===== src/rtl/mem_arbiter.sv =====
// mem_arbiter: sole owner of the byte-wide RAM port, shared by instruction fetch and the LSB.
// Optional feature: define MEMARB_IOFULL_STALL_EN to hold IO stores while io_buffer_full is set.
module mem_arbiter #(
  parameter int ADDR_W    = 32,
  parameter int IO_SEL_LO = 16
) (
  input  logic              clk,
  input  logic              rst_n,
  input  logic              rdy,
  input  logic [7:0]        mem_din,
  output logic [7:0]        mem_dout,
  output logic [ADDR_W-1:0] mem_a,
  output logic              mem_wr,
  input  logic              io_buffer_full,
  input  logic              if_en,
  input  logic [ADDR_W-1:0] if_addr,
  output logic              if_ok,
  output logic [31:0]       if_data,
  input  logic              lsb_en,
  input  logic              lsb_wr,
  input  logic [ADDR_W-1:0] lsb_addr,
  input  logic [1:0]        lsb_len,
  input  logic [31:0]       lsb_wdata,
  output logic              lsb_ok,
  output logic [31:0]       lsb_rdata,
  input  logic              rob_flush
);
  // state | meaning
  // IDLE  | arbitrate between fetch and LSB, sample requests
  // READ  | issue byte addresses, capture each byte two edges later
  // WRITE | write one byte per edge
  // DONE  | ok pulse cycle, no request sampled

`ifdef MEMARB_IOFULL_STALL_EN
  localparam bit IOFULL_STALL = 1'b1;
`else
  localparam bit IOFULL_STALL = 1'b0;
`endif

  typedef enum logic [1:0] {S_IDLE, S_READ, S_WRITE, S_DONE} state_t;

  state_t      state;
  logic        last_lsb;
  logic        cur_if;
  logic        cur_io;
  logic [2:0]  left;
  logic [2:0]  nbytes;
  logic [2:0]  lsb_n;
  logic [31:0] shreg;
  logic [31:0] cap_word;
  logic [31:0] rd_word;
  logic        lsb_io;
  logic        store_blocked;
  logic        wr_stall;
  logic        if_req;
  logic        lsb_req;
  logic        pick_lsb;

  always_comb begin
    case (lsb_len)
      2'b00:   lsb_n = 3'd1;
      2'b01:   lsb_n = 3'd2;
      default: lsb_n = 3'd4;
    endcase
  end

  assign lsb_io        = (lsb_addr[IO_SEL_LO+1:IO_SEL_LO] == 2'b11);
  assign store_blocked = IOFULL_STALL && lsb_io && io_buffer_full;
  assign wr_stall      = IOFULL_STALL && cur_io && io_buffer_full;

  // During a flush the fetch and load enables are stale; stores are committed and may go.
  assign if_req   = if_en && !rob_flush;
  assign lsb_req  = lsb_en && (lsb_wr ? !store_blocked : !rob_flush);
  assign pick_lsb = lsb_req && (!if_req || !last_lsb);

  // Bytes shift in from the top; the final word is right-aligned by the byte count.
  assign cap_word = {mem_din, shreg[31:8]};
  assign rd_word  = cap_word >> {3'd4 - nbytes, 3'b000};

  always_ff @(posedge clk) begin
    if (!rst_n) begin
      state     <= S_IDLE;
      last_lsb  <= 1'b0;
      cur_if    <= 1'b0;
      cur_io    <= 1'b0;
      left      <= '0;
      nbytes    <= '0;
      shreg     <= '0;
      mem_a     <= '0;
      mem_dout  <= '0;
      mem_wr    <= 1'b0;
      if_ok     <= 1'b0;
      lsb_ok    <= 1'b0;
      if_data   <= '0;
      lsb_rdata <= '0;
    end else if (rdy) begin
      if_ok  <= 1'b0;
      lsb_ok <= 1'b0;
      case (state)
        S_IDLE: begin
          if (pick_lsb) begin
            last_lsb <= 1'b1;
            cur_if   <= 1'b0;
            cur_io   <= lsb_io;
            mem_a    <= lsb_addr;
            nbytes   <= lsb_n;
            if (lsb_wr) begin
              state    <= S_WRITE;
              left     <= lsb_n;
              mem_wr   <= 1'b1;
              mem_dout <= lsb_wdata[7:0];
              shreg    <= lsb_wdata >> 8;
            end else begin
              state <= S_READ;
              left  <= lsb_n + 3'd1;
              shreg <= '0;
            end
          end else if (if_req) begin
            last_lsb <= 1'b0;
            cur_if   <= 1'b1;
            cur_io   <= 1'b0;
            mem_a    <= if_addr;
            nbytes   <= 3'd4;
            state    <= S_READ;
            left     <= 3'd5;
            shreg    <= '0;
          end
        end
        S_READ: begin
          if (rob_flush) begin
            state <= S_IDLE;
            mem_a <= '0;
          end else begin
            left  <= left - 3'd1;
            mem_a <= (left > 3'd2) ? mem_a + ADDR_W'(1) : '0;
            if (left <= nbytes) shreg <= cap_word;
            if (left == 3'd1) begin
              state <= S_DONE;
              if (cur_if) begin
                if_data <= rd_word;
                if_ok   <= 1'b1;
              end else begin
                lsb_rdata <= rd_word;
                lsb_ok    <= 1'b1;
              end
            end
          end
        end
        S_WRITE: begin
          // A stalled byte is re-presented with mem_wr raised again once the buffer drains.
          if (wr_stall) begin
            mem_wr <= 1'b0;
          end else if (!mem_wr) begin
            mem_wr <= 1'b1;
          end else if (left == 3'd1) begin
            mem_wr <= 1'b0;
            mem_a  <= '0;
            lsb_ok <= 1'b1;
            state  <= S_DONE;
          end else begin
            left     <= left - 3'd1;
            mem_a    <= mem_a + ADDR_W'(1);
            mem_dout <= shreg[7:0];
            shreg    <= shreg >> 8;
          end
        end
        S_DONE: state <= S_IDLE;
        default: state <= S_IDLE;
      endcase
    end
  end

endmodule


===== config.mk =====
export PLATFORM = sky130hd
export DESIGN_NAME = mem_arbiter
export DESIGN_NICKNAME = d
export VERILOG_FILES = /design/src/rtl/mem_arbiter.sv
export SDC_FILE = /design/constraint.sdc
export NUM_CORES = 1
export LEC_CHECK = 0
export ABC_AREA = 1
export BUFFER_PORTS_ARGS = -buffer_cell sky130_fd_sc_hd__buf_4
export CAP_MARGIN = 20
export CORE_AREA = 2 2 156 158
export CTS_BUF_LIST = sky130_fd_sc_hd__clkbuf_16
export CTS_CLUSTER_DIAMETER = 100
export DETAILED_ROUTE_END_ITERATION = 7
export DIE_AREA = 0 0 158 160
export PLACE_DENSITY = 0.61
export SLEW_MARGIN = 20
export SYNTH_ARGS = -nofsm -noshare
export SYNTH_HDL_FRONTEND = slang
export SYNTH_SLANG_ARGS = --single-unit

===== constraint.sdc =====
create_clock -name clk -period 3.7 [get_ports clk]
set_clock_uncertainty 0.15 [all_clocks]
set_input_delay 0.37 -clock clk [delete_from_list [all_inputs] [get_ports clk]]
set_output_delay 0.37 -clock clk [all_outputs]
set_load 0.03 [all_outputs]

==> results of run 1 <==
[stage by stage]
| stage | hold WS [ns] | area, sq um | power, W | instances | setup WS, ns |
|---|---|---|---|---|---|
| 2_1_floorplan | 0.290 | 8630 | 0.00273 | 1417 | 1.36 |
| 4_1_cts | 0.0217 | 11100 | 0.00506 | 1926 | 0.682 |
| 5_1_grt | 0.0274 | 11100 | 0.00528 | 1926 | 0.268 |
| 6_report | 0.0394 | 11100 | 0.00502 | 1926 | 0.620 |
| 3_3_place_gp | 0.299 | 10400 | 0.00315 | 1894 | 0.722 |
| 3_5_place_dp | 0.306 | 10400 | 0.00316 | 1894 | 0.692 |
[sequential cells by signal, summed over array words and instances (netlist names)]
| name | flops |
|---|---|
| cur_if | 1 |
| if_data | 32 |
| if_ok | 1 |
| last_lsb | 1 |
| left | 3 |
| lsb_ok | 1 |
| lsb_rdata | 32 |
| mem_a | 32 |
| mem_dout | 8 |
| mem_wr | 1 |
| nbytes | 3 |
| shreg | 32 |
| state | 2 |
[worst max-delay path, cell delays in order, from the launching register on]
cell and delay (ns):
dfxtp_1 0.33, clkinv_1 0.21, ha_1 0.57, clkinv_1 0.64, nand2_1 0.68, nor2_1 0.14, o21ai_0 0.19, nor2_1 0.05
[cell families after synthesis]
| group | after synthesis | share of synthesized area (%) |
|---|---|---|
| muxes | 8 | 0.928 |
| AOI/OAI and AO/OA | 265 | 16.4 |
| and+or+nand+nor | 738 | 34.7 |
| DFF | 149 | 34.6 |
| buffers and inverters | 239 | 10.9 |
| adders and majority gates | 13 | 1.89 |
| xor gates and xnor gates | 5 | 0.508 |
[power by group]
group	internal (W)	switching (W)
Combinational	0.000449	0.000828
Sequential	0.00173	0.000123
Clock	0.00109	0.000798
Total	0.00327	0.00175
[layout by cell type, fill, tap and decap left out, types with 2 or more instances in the layout]
cell type,instances
nor3_1,4
clkinv_4,2
a21oi_1,88
mux2i_1,8
o21ai_1,3
dfxtp_1,149
o211ai_1,11
inv_2,11
or2_2,3
bufinv_16,3
xor2_1,4
nand4_1,4
o21a_1,5
inv_6,5
o21ai_0,142
inv_1,147
nand3_2,2
a311oi_1,5
o21bai_1,3
inv_8,3
and2_1,2
nor2_1,300
nand2_1,304
ha_1,13
nand2_2,4
clkbuf_16,17
nand3b_1,2
buf_4,230
nor2_2,3
nand3_1,107
clkinv_1,3
a31oi_1,3
a21oi_2,2
[metal layers]
metal	vias to the layer above	GRT usage, %
li1	4840	-
met1	4138	27.1
met5	-	0
met3	53	3.45
met2	302	37.5
met4	0	8.19
[final timing paths]
path | from | end | slack, ns | cells after the start
max | nbytes[0]$_SDFFE_PN0P_ | lsb_rdata[17]$_SDFFE_PN0P_ | 0.62 | 7
min | rdy | lsb_ok$_SDFFE_PN0P_ | 0.04 | 2
max reg2reg | nbytes[0]$_SDFFE_PN0P_ | lsb_rdata[17]$_SDFFE_PN0P_ | 0.62 | 7
min reg2reg | shreg[30]$_SDFFE_PN0P_ | shreg[30]$_SDFFE_PN0P_ | 0.32 | 2
[cell type report]
| cell class | count | share of cell area (%) |
|---|---|---|
| well taps | 324 | 3.66 |
| clock inverters | 15 | 1.89 |
| flip-flops and latches | 149 | 26.9 |
| multi-input cells | 1029 | 42.5 |
| repair buffers | 231 | 15.8 |
| clock buffers | 17 | 3.84 |
| inverters | 161 | 5.46 |
==> summary.md, run 1 <==
| Metric | Value |
|---|---|
| Fin crit share | `83.3%` |
| Row count | `57` |
| Peak supply drop | `0.000265 V` |
| Clock sink count | `149` |
| Area used by multi-input combinational logic | `4700 sq um` |
| DRT antenna net count | `0` |
| Synth Net Count | `1544` |
| Final hold vios | `0` |
| Final Setup Violations | `0` |
| Initial antenna violation count | `0` |
| Startpoint types | `flop` |
| Starting Density | `36.2%` |
| Routed met2 length | `13300 microns` |
| # hold bufs at CTS | `0` |
| Crit path max fanout | `28` |
| FF+latch area | `2980 sq um` |
| Share of layout cells above drive strength 1 | `18.2%` |
| Hpwl dp | `20200 microns` |
| Highest routed layer | `met4` |
| Pins Over Slew Limit | `0` |
| Largest net degree at the start of global routing | `66` |
| Ports | `221` |
| Max Clock Freq | `325 MHz` |
| DRC viols | `0` |
| Most numerous cell in the Yosys netlist | `nand2_1` |
| Pleak | `5.12 nW` |
| Hold crit path type | `in2reg` |
| Gpl congestion | `0.881` |
| Synth cell count leaders | `nand2_1, nor2_1, dfxtp_1` |
| H-tree levels | `4` |
| Warning count from the yosys run | `0` |
| Synth top area cells | `dfxtp_1, nand2_1, nor2_1, o21ai_0, inv_1` |
| Cell area after synthesis | `8630 sq um` |
| Core area | `23800 sq um` |
| First-pass GRT wire length | `43500 microns` |
| Worst-margin pin slew | `0.814 ns` |
| Worst-Skew Late Latency | `0.43 ns` |
| Pwr Density | `453 nW/um^2` |
| Final Util | `46.5%` |
| Run status | `complete, no violations` |
| Number of CTS-inserted buffers | `17` |
| GRT Resource Usage Total | `21.7%` |
| Synthesis-stage register bit count | `149` |
| Root Buffer | `clkbuf_16` |
| Vias | `9333` |
| CTS tree | `built` |
| WL met3 | `1690 microns` |
| Post-synthesis async set-or-reset flop share | `0%` |
| Cells after Synth | `1417` |
| EDFF count, synth | `0` |
| Distinct cell type count after synthesis | `38` |
| Die footprint | `25300 sq um` |
| Dominant cell type by area after synthesis | `dfxtp_1` |
| Ant diodes | `0` |
| Clock-pin slew on the worst setup and hold paths | `0.07 ns` |
| Longest Clk Path Bufs | `2` |
| Setup TNS | `0 ns` |
| Layout area overhead | `28.4%` |
| GR Overflow Total | `0` |
| Vias in the first global route | `8560` |
| CP required | `3.87 ns` |
| Routed len/inst | `14.5 microns` |
| Die height | `160 microns` |
| Post-layout net count | `1716` |
| Buffers added on ports | `219` |
| CP arrival | `3.25 ns` |
| Slew margin rel. | `45.7%` |
| Crit path kind | `reg2reg` |
| Chip width | `158 microns` |
| M1 wire length | `12100 microns` |
| Post-synth top area share | `34.6%` |
| Kind of end point of the critical path | `flop` |
| DR pass1 iterations | `5` |
| Total Wirelength | `28000 microns` |
| Seq/Total Area, Yosys | `34.6%` |
| CTS resizes | `0` |
| Tmin final | `3.08 ns` |
| RSZ-0062 raised after global routing | `false` |
| DRT iter0 DRCs | `540` |
| Vias/cell | `4.85` |
| Synth Flop Type | `dfxtp_1` |
| Post-CTS Setup Bufs | `0` |
| Max-Cap Viols | `0` |
| Post-Syn Area per Cell | `6.09 sq um` |
| Fillers | `2568` |
No activity file was read; power rests on OpenSTA's default activity.
==> run 2, diff against run 1 <==
Settings changed: PLACE_DENSITY 0.61 to 0.63.
Clock period 3.7 ns to 2.8 ns, I/O delays scaled along.
==> run 2 against run 1 <==
Via count is 0.49% higher. Clock power is 25% higher. Wire length is 2.0% lower. Fmax is 28% higher. Cell count is 0.57% higher. Global-route usage is 0.14 points lower. Critical endpoint is now lsb_rdata[10]$_SDFFE_PN0P_. Worst setup slack worse by 0.23 ns. Sequential share of layout area is 0.23 points lower. Sequential power is 32% higher. Sequential cell count stayed put. Die area stayed put.
==> summary.md, run 2 (synthesis results as in run 1) <==
| Metric | Value |
|---|---|
| CP required | `3.01 ns (-0.86 ns)` |
| Total Wirelength | `27400 microns (-2.0%)` |
| Vias/cell | `4.84 (about the same)` |
| Pleak | `5.17 nW (+1.1%)` |
| Tot Pwr | `0.00653 W (+30%)` |
| Gpl congestion | `0.875 (-0.75%)` |
| Ports | `221 (unchanged)` |
| Longest Clk Path Bufs | `2 (unchanged)` |
| Final Hold Slack | `0.0460 ns (+0.00657 ns)` |
| WL met3 | `1620 microns (-4.3%)` |
| Slew margin rel. | `50.0% (+4.3 points)` |
| Worst-margin pin slew | `0.745 ns (-0.0695 ns)` |
| Worst hold path depth | `5 (+3)` |
| Peak supply drop | `0.000351 V (+32%)` |
| Vias in the first global route | `8664 (+1.2%)` |
| Fillers | `2596 (+1.1%)` |
| Number of CTS-inserted buffers | `17 (unchanged)` |
| Largest net degree at the start of global routing | `68 (+3.0%)` |
| Post-layout net count | `1727 (+0.64%)` |
| Layout area overhead | `29.5%` |
| Crit path kind | `reg2reg` |
| Reg2Reg Depth | `7 (unchanged)` |
| Pins Over Slew Limit | `0 (unchanged)` |
| Final worst slack | `0.391 ns (-0.228 ns)` |
| H-tree levels | `4 (unchanged)` |
| Die footprint | `25300 sq um (unchanged)` |
| Die height | `160 microns (unchanged)` |
| Clock sink count | `149 (unchanged)` |
| M1 wire length | `11800 microns (-2.7%)` |
| CTS resizes | `0 (unchanged)` |
| Delay-heaviest family, CP | `compound AO/OA/AOI/OAI gates` |
| Critical-path top delay cell | `a311oi_1` |
| Core area | `23800 sq um (unchanged)` |
| Highest routed layer | `met4` |
| Run status | `complete, no violations` |
| Commonest non-fill, non-tap cell in the layout | `nand2_1` |
| Ant diodes | `0 (unchanged)` |
| Routed len/inst | `14.1 microns (-2.5%)` |
| Crit-path most repeated cell | `nor2_1` |
| Max incr delay on CP | `0.68 ns (about the same)` |
| DR pass1 iterations | `5 (unchanged)` |
| Share of layout cells above drive strength 1 | `18.7% (+0.43 points)` |
| Fin crit share | `86.0% (+2.8 points)` |
| Routed met2 length | `13300 microns (about the same)` |
| GRT Resource Usage Total | `21.6% (-0.14 points)` |
| Pwr Density | `584 nW/um^2 (+29%)` |
| Starting Density | `36.2% (unchanged)` |
| Clock-pin slew on the worst setup and hold paths | `0.07 ns (about the same)` |
| DRT antenna net count | `0 (unchanged)` |
| Buf+Inv Stages, Crit Path | `2 (unchanged)` |
| First-pass GRT wire length | `43700 microns (+0.43%)` |
| DRT iter0 DRCs | `606 (+12%)` |
| Initial antenna violation count | `0 (unchanged)` |
| Kind of end point of the critical path | `flop` |
| Most frequent cells in the layout | `nand2_1, nor2_1, buf_4` |
| Root Buffer | `clkbuf_16` |
| Crit path max fanout | `16 (-43%)` |
| CP arrival | `2.62 ns (-0.63 ns)` |
| Final Setup Violations | `0 (unchanged)` |
| CP Cell Sequence | `clkinv_1, ha_1, xnor2_1, inv_1, a311oi_1, nor2_1, nor2_1` |
| Row count | `57 (unchanged)` |
| CTS tree | `built` |
| DRC viols | `0 (unchanged)` |
| Hpwl dp | `20000 microns (-0.88%)` |
| Setup TNS | `0 ns (unchanged)` |
| Worst-Skew Late Latency | `0.42 ns (about the same)` |
| Vias | `9379 (+0.49%)` |
| Max Clock Freq | `415 MHz (+28%)` |
| Startpoint types | `flop` |
| Max-Cap Viols | `0 (unchanged)` |
| Chip width | `158 microns (unchanged)` |
| Critical path depth | `7 (unchanged)` |
| GR Overflow Total | `0 (unchanged)` |
| Final hold vios | `0 (unchanged)` |
| Pre-CTS setup slack | `0.378 ns (-0.313 ns)` |
| Hold crit path type | `in2reg` |
| RSZ-0062 raised after global routing | `false` |
| Tmin final | `2.41 ns (-0.672 ns)` |
| Buffers added on ports | `219 (unchanged)` |
-- run 2: changes by cell type in the layout (fill, tap and decap cells not counted) --
cell	change
dlygate4sd3_1	+1
inv_8	+4
clkinv_8	+4
inv_12	+1
clkinv_4	-1
bufinv_16	-3
inv_2	-1
buf_4	+8
inv_6	-4
inv_1	+1
clkinvlp_4	-1
buf_12	+2
-- run 2: where the power goes --
group	switching, W	total, W	internal, W
combinational	0.00109	0.00171	0.000619
sequential	0.000166	0.00245	0.00228
clock	0.00114	0.00237	0.00123
-- run 2: worst min-delay path, cell delays in order --
cell and delay [ns]:
buf_4 0.07, o21ai_0 0.07, nand2_1 0.07, nor2_1 0.03
nor2_1 0.06
-- run 2: timing repair --
item / 4_1_cts / 5_1_grt
buffers inserted: 0 / 0
hold endpoints to repair: 1 / 0
hold buffers: 1 / 0
-- run 2: area by class of cell --
class	count	area, sq um	area share (%)
clock buffer	17	425	3.81
clock inverter	15	194	1.74
inverter	161	604	5.41
multi-input combinational	1029	4700	42.1
sequential	149	2980	26.7
tap	324	405	3.63
timing repair buffer	242	1860	16.6
-- run 2: per-layer routing --
| metal | vias up | global-route usage, % |
|---|---|---|
| met1 | 4169 | 27.5 |
| met3 | 43 | 3.58 |
| met4 | 0 | 7.37 |
| met5 | - | 0 |
| met2 | 304 | 36.8 |
| li1 | 4863 | - |
-- run 2: stage by stage --
stage / cells / utilization, % / instance area, sq um
finish: 1937 / 46.9 / 11200
global route: 1937 / 46.9 / 11200
CTS: 1937 / 46.9 / 11200
detailed placement: 1904 / 44.3 / 10500
global placement: 1904 / 44.3 / 10500
floorplan: 1417 / - / 8630
-- run 2: final timing paths --
check | start | end | slack (ns)
max reg2reg | nbytes[0]$_SDFFE_PN0P_ | lsb_rdata[10]$_SDFFE_PN0P_ | 0.39
max | nbytes[0]$_SDFFE_PN0P_ | lsb_rdata[10]$_SDFFE_PN0P_ | 0.39
min reg2reg | shreg[30]$_SDFFE_PN0P_ | shreg[30]$_SDFFE_PN0P_ | 0.32
min | lsb_addr[7] | mem_a[7]$_SDFFE_PN0P_ | 0.05
==> run 3, diff against run 2 <==
Settings changed: PLACE_DENSITY 0.63 to 0.61.
Clock period 2.8 ns to 2.4 ns, I/O delays scaled along.
==> run 3 against run 2 <==
Clock power grew 19%. Sequential cell count is the same. Sequential power grew 17%. Cell count grew 0.88%. Critical path depth grew 1. Register-to-register slack lost 0.19 ns. Combinational power grew 20%. Clock-buffer cell count is the same. Wire length grew 2.0%. Worst setup slack lost 0.19 ns. Die area is the same.
==> summary.md, run 3 (synthesis results as in run 1) <==
| Metric | Value |
|---|---|
| Commonest non-fill, non-tap cell in the layout | `nand2_1` |
| Number of CTS-inserted buffers | `17 (unchanged)` |
| Starting Density | `36.2% (unchanged)` |
| Vias | `9468 (+0.95%)` |
| Gpl congestion | `0.864 (-1.3%)` |
| Worst-Skew Late Latency | `0.43 ns (about the same)` |
| Setup crit end | `if_data[9]$_SDFFE_PN0P_` |
| Max-Cap Viols | `0 (unchanged)` |
| Total Wirelength | `27900 microns (+2.0%)` |
| Layout area overhead | `31.5%` |
| Pwr Density | `682 nW/um^2 (+17%)` |
| Core area | `23800 sq um (unchanged)` |
| Area used by multi-input combinational logic | `4720 sq um (+0.35%)` |
| Buffers added on ports | `219 (unchanged)` |
| Cells after DPL | `1917 (+0.68%)` |
| CP required | `2.61 ns (-0.40 ns)` |
| Critical path depth | `8 (+1)` |
| Post-layout net count | `1744 (+0.98%)` |
| Final Setup Violations | `0 (unchanged)` |
| Critical path origin | `nbytes[0]$_SDFFE_PN0P_` |
| Crit Reg-Reg Endpoint | `if_data[9]$_SDFFE_PN0P_` |
| Fin crit share | `91.6% (+5.6 points)` |
| Critical-path top delay cell | `dfxtp_1` |
| Most frequent cells in the layout | `nand2_1, nor2_1, buf_4` |
| Largest net degree at the start of global routing | `108 (+59%)` |
| Routed len/inst | `14.3 microns (+1.1%)` |
| Pleak | `5.27 nW (+1.9%)` |
| R2r setup slk | `0.20 ns (-0.19 ns)` |
| Peak supply drop | `0.000420 V (+20%)` |
| RSZ-0062 raised after global routing | `false` |
| Worst-margin pin slew | `0.516 ns (-0.229 ns)` |
| DRT antenna net count | `0 (unchanged)` |
| Pins Over Slew Limit | `0 (unchanged)` |
| Die footprint | `25300 sq um (unchanged)` |
| Kind of end point of the critical path | `flop` |
| First-pass GRT wire length | `44100 microns (+0.93%)` |
| Buf+Inv Stages, Crit Path | `4 (+2)` |
| Run status | `complete, no violations` |
| Max incr delay on CP | `0.40 ns (-0.28 ns)` |
| DRC viols | `0 (unchanged)` |
| Ports | `221 (unchanged)` |
| Worst r2r src | `nbytes[0]$_SDFFE_PN0P_` |
| CP arrival | `2.41 ns (-0.21 ns)` |
| Fillers | `2558 (-1.5%)` |
| Delay-heaviest family, CP | `buffers and inverters` |
| CP Cell Sequence | `clkinv_1, ha_1, clkinv_1, buf_4, a311oi_2, buf_4, nor2_1, nor2_1` |
| Clock sink count | `149 (unchanged)` |
| Initial antenna violation count | `0 (unchanged)` |
| Highest routed layer | `met4` |
| FF+latch area | `2980 sq um (unchanged)` |
| Tmin final | `2.20 ns (-0.211 ns)` |
| Vias/cell | `4.85 (about the same)` |
| CTS tree | `built` |
| Row count | `57 (unchanged)` |
| Ant diodes | `0 (unchanged)` |
| Final hold vios | `0 (unchanged)` |
| GRT Resource Usage Total | `21.9% (+0.31 points)` |
| H-tree levels | `4 (unchanged)` |
| Startpoint types | `flop` |
| Die height | `160 microns (unchanged)` |
| Crit path max fanout | `11 (-5)` |
| Crit path kind | `reg2reg` |
| Longest Clk Path Bufs | `2 (unchanged)` |
| Setup TNS | `0 ns (unchanged)` |
| GR Overflow Total | `0 (unchanged)` |
| Vias in the first global route | `8898 (+2.7%)` |
| WL met3 | `1560 microns (-3.7%)` |
| M1 wire length | `12200 microns (+3.6%)` |
| Share of layout cells above drive strength 1 | `19.5% (+0.85 points)` |
| Hpwl dp | `20300 microns (+1.6%)` |
| Routed met2 length | `13800 microns (+3.6%)` |
| DRT iter0 DRCs | `474 (-22%)` |
| Hold Crit Start | `lsb_len[1]` |
| Reg2Reg Depth | `8 (+1)` |
| Clock-pin slew on the worst setup and hold paths | `0.07 ns (about the same)` |
| Hold crit path type | `in2reg` |
| Max Clock Freq | `455 MHz (+9.6%)` |
| DR pass1 iterations | `5 (unchanged)` |
| Slew margin rel. | `65.6% (+16 points)` |
| Root Buffer | `clkbuf_16` |
| Final std cells w/o fill | `1954 (+0.88%)` |
| Chip width | `158 microns (unchanged)` |
==> run 3: cell types whose count changed in the layout (fill, tap and decap cells not counted), sizes merged <==
cell and change:
clkinv -1, inv -1, bufinv +2, buf +13, dlygate4sd3 +4
==> run 3: per-stage QoR <==
stage	instance area, sq um	total power [W]	setup WS, ns	utilization [%]	hold WS [ns]
2_1_floorplan	8630	0.00421	0.0578	-	0.184
3_3_place_gp	10700	0.00493	0.104	44.8	0.298
3_5_place_dp	10700	0.00495	0.0462	44.8	0.308
4_1_cts	11300	0.00779	0.0204	47.5	0.000490
5_1_grt	11300	0.00816	0.0316	47.6	0.0264
6_report	11300	0.00774	0.202	47.6	0.00986
==> run 3: metal layers <==
layer	vias up	GRT usage, %
li1	4897	-
met1	4294	27.3
met2	250	38.8
met3	27	4.04
met4	0	5.53
met5	-	0
==> run 3: final cells by class <==
cell class	instances	share of cell area, %
Tap cell	324	3.57
Timing Repair Buffer	259	17.8
Inverter	161	5.34
Sequential cell	149	26.3
Clock buffer	17	3.75
Multi-Input combinational cell	1029	41.6
Clock inverter	15	1.61
==> run 3: worst register-to-register path: stages (launching register included) <==
cell and delay (ns):
dfxtp_1 0.40, clkinv_1 0.11, ha_1 0.31, clkinv_1 0.26, buf_4 0.28, a311oi_2 0.29, buf_4 0.19, nor2_1 0.04
nor2_1 0.10
==> run 3: worst min path at each step <==
stage,slack (ns),cells after the start,end
5_1_grt,0.03,4,nbytes[0]$_SDFFE_PN0P_
3_5_place_dp,0.31,2,shreg[30]$_SDFFE_PN0P_
6_report,0.01,4,nbytes[0]$_SDFFE_PN0P_
3_3_place_gp,0.30,2,shreg[30]$_SDFFE_PN0P_
2_1_floorplan,0.18,1,lsb_ok$_SDFFE_PN0P_
4_1_cts,0.0005,4,nbytes[0]$_SDFFE_PN0P_
==> run 3: timing repair <==
action                                  in CTS  in global routing
hold buffers                                 5                  0
endpoints found under the setup margin       0                 20
endpoints found under the hold margin        6                  0
gates resized for setup                      0                  5
setup buffers                                0                  0
==> run 3: report_power, final <==
| part | switching [W] | internal, W | total, W |
|---|---|---|---|
| Combinational | 0.00130 | 0.000767 | 0.00206 |
| Sequential | 0.000192 | 0.00266 | 0.00286 |
| Clock | 0.00123 | 0.00158 | 0.00282 |
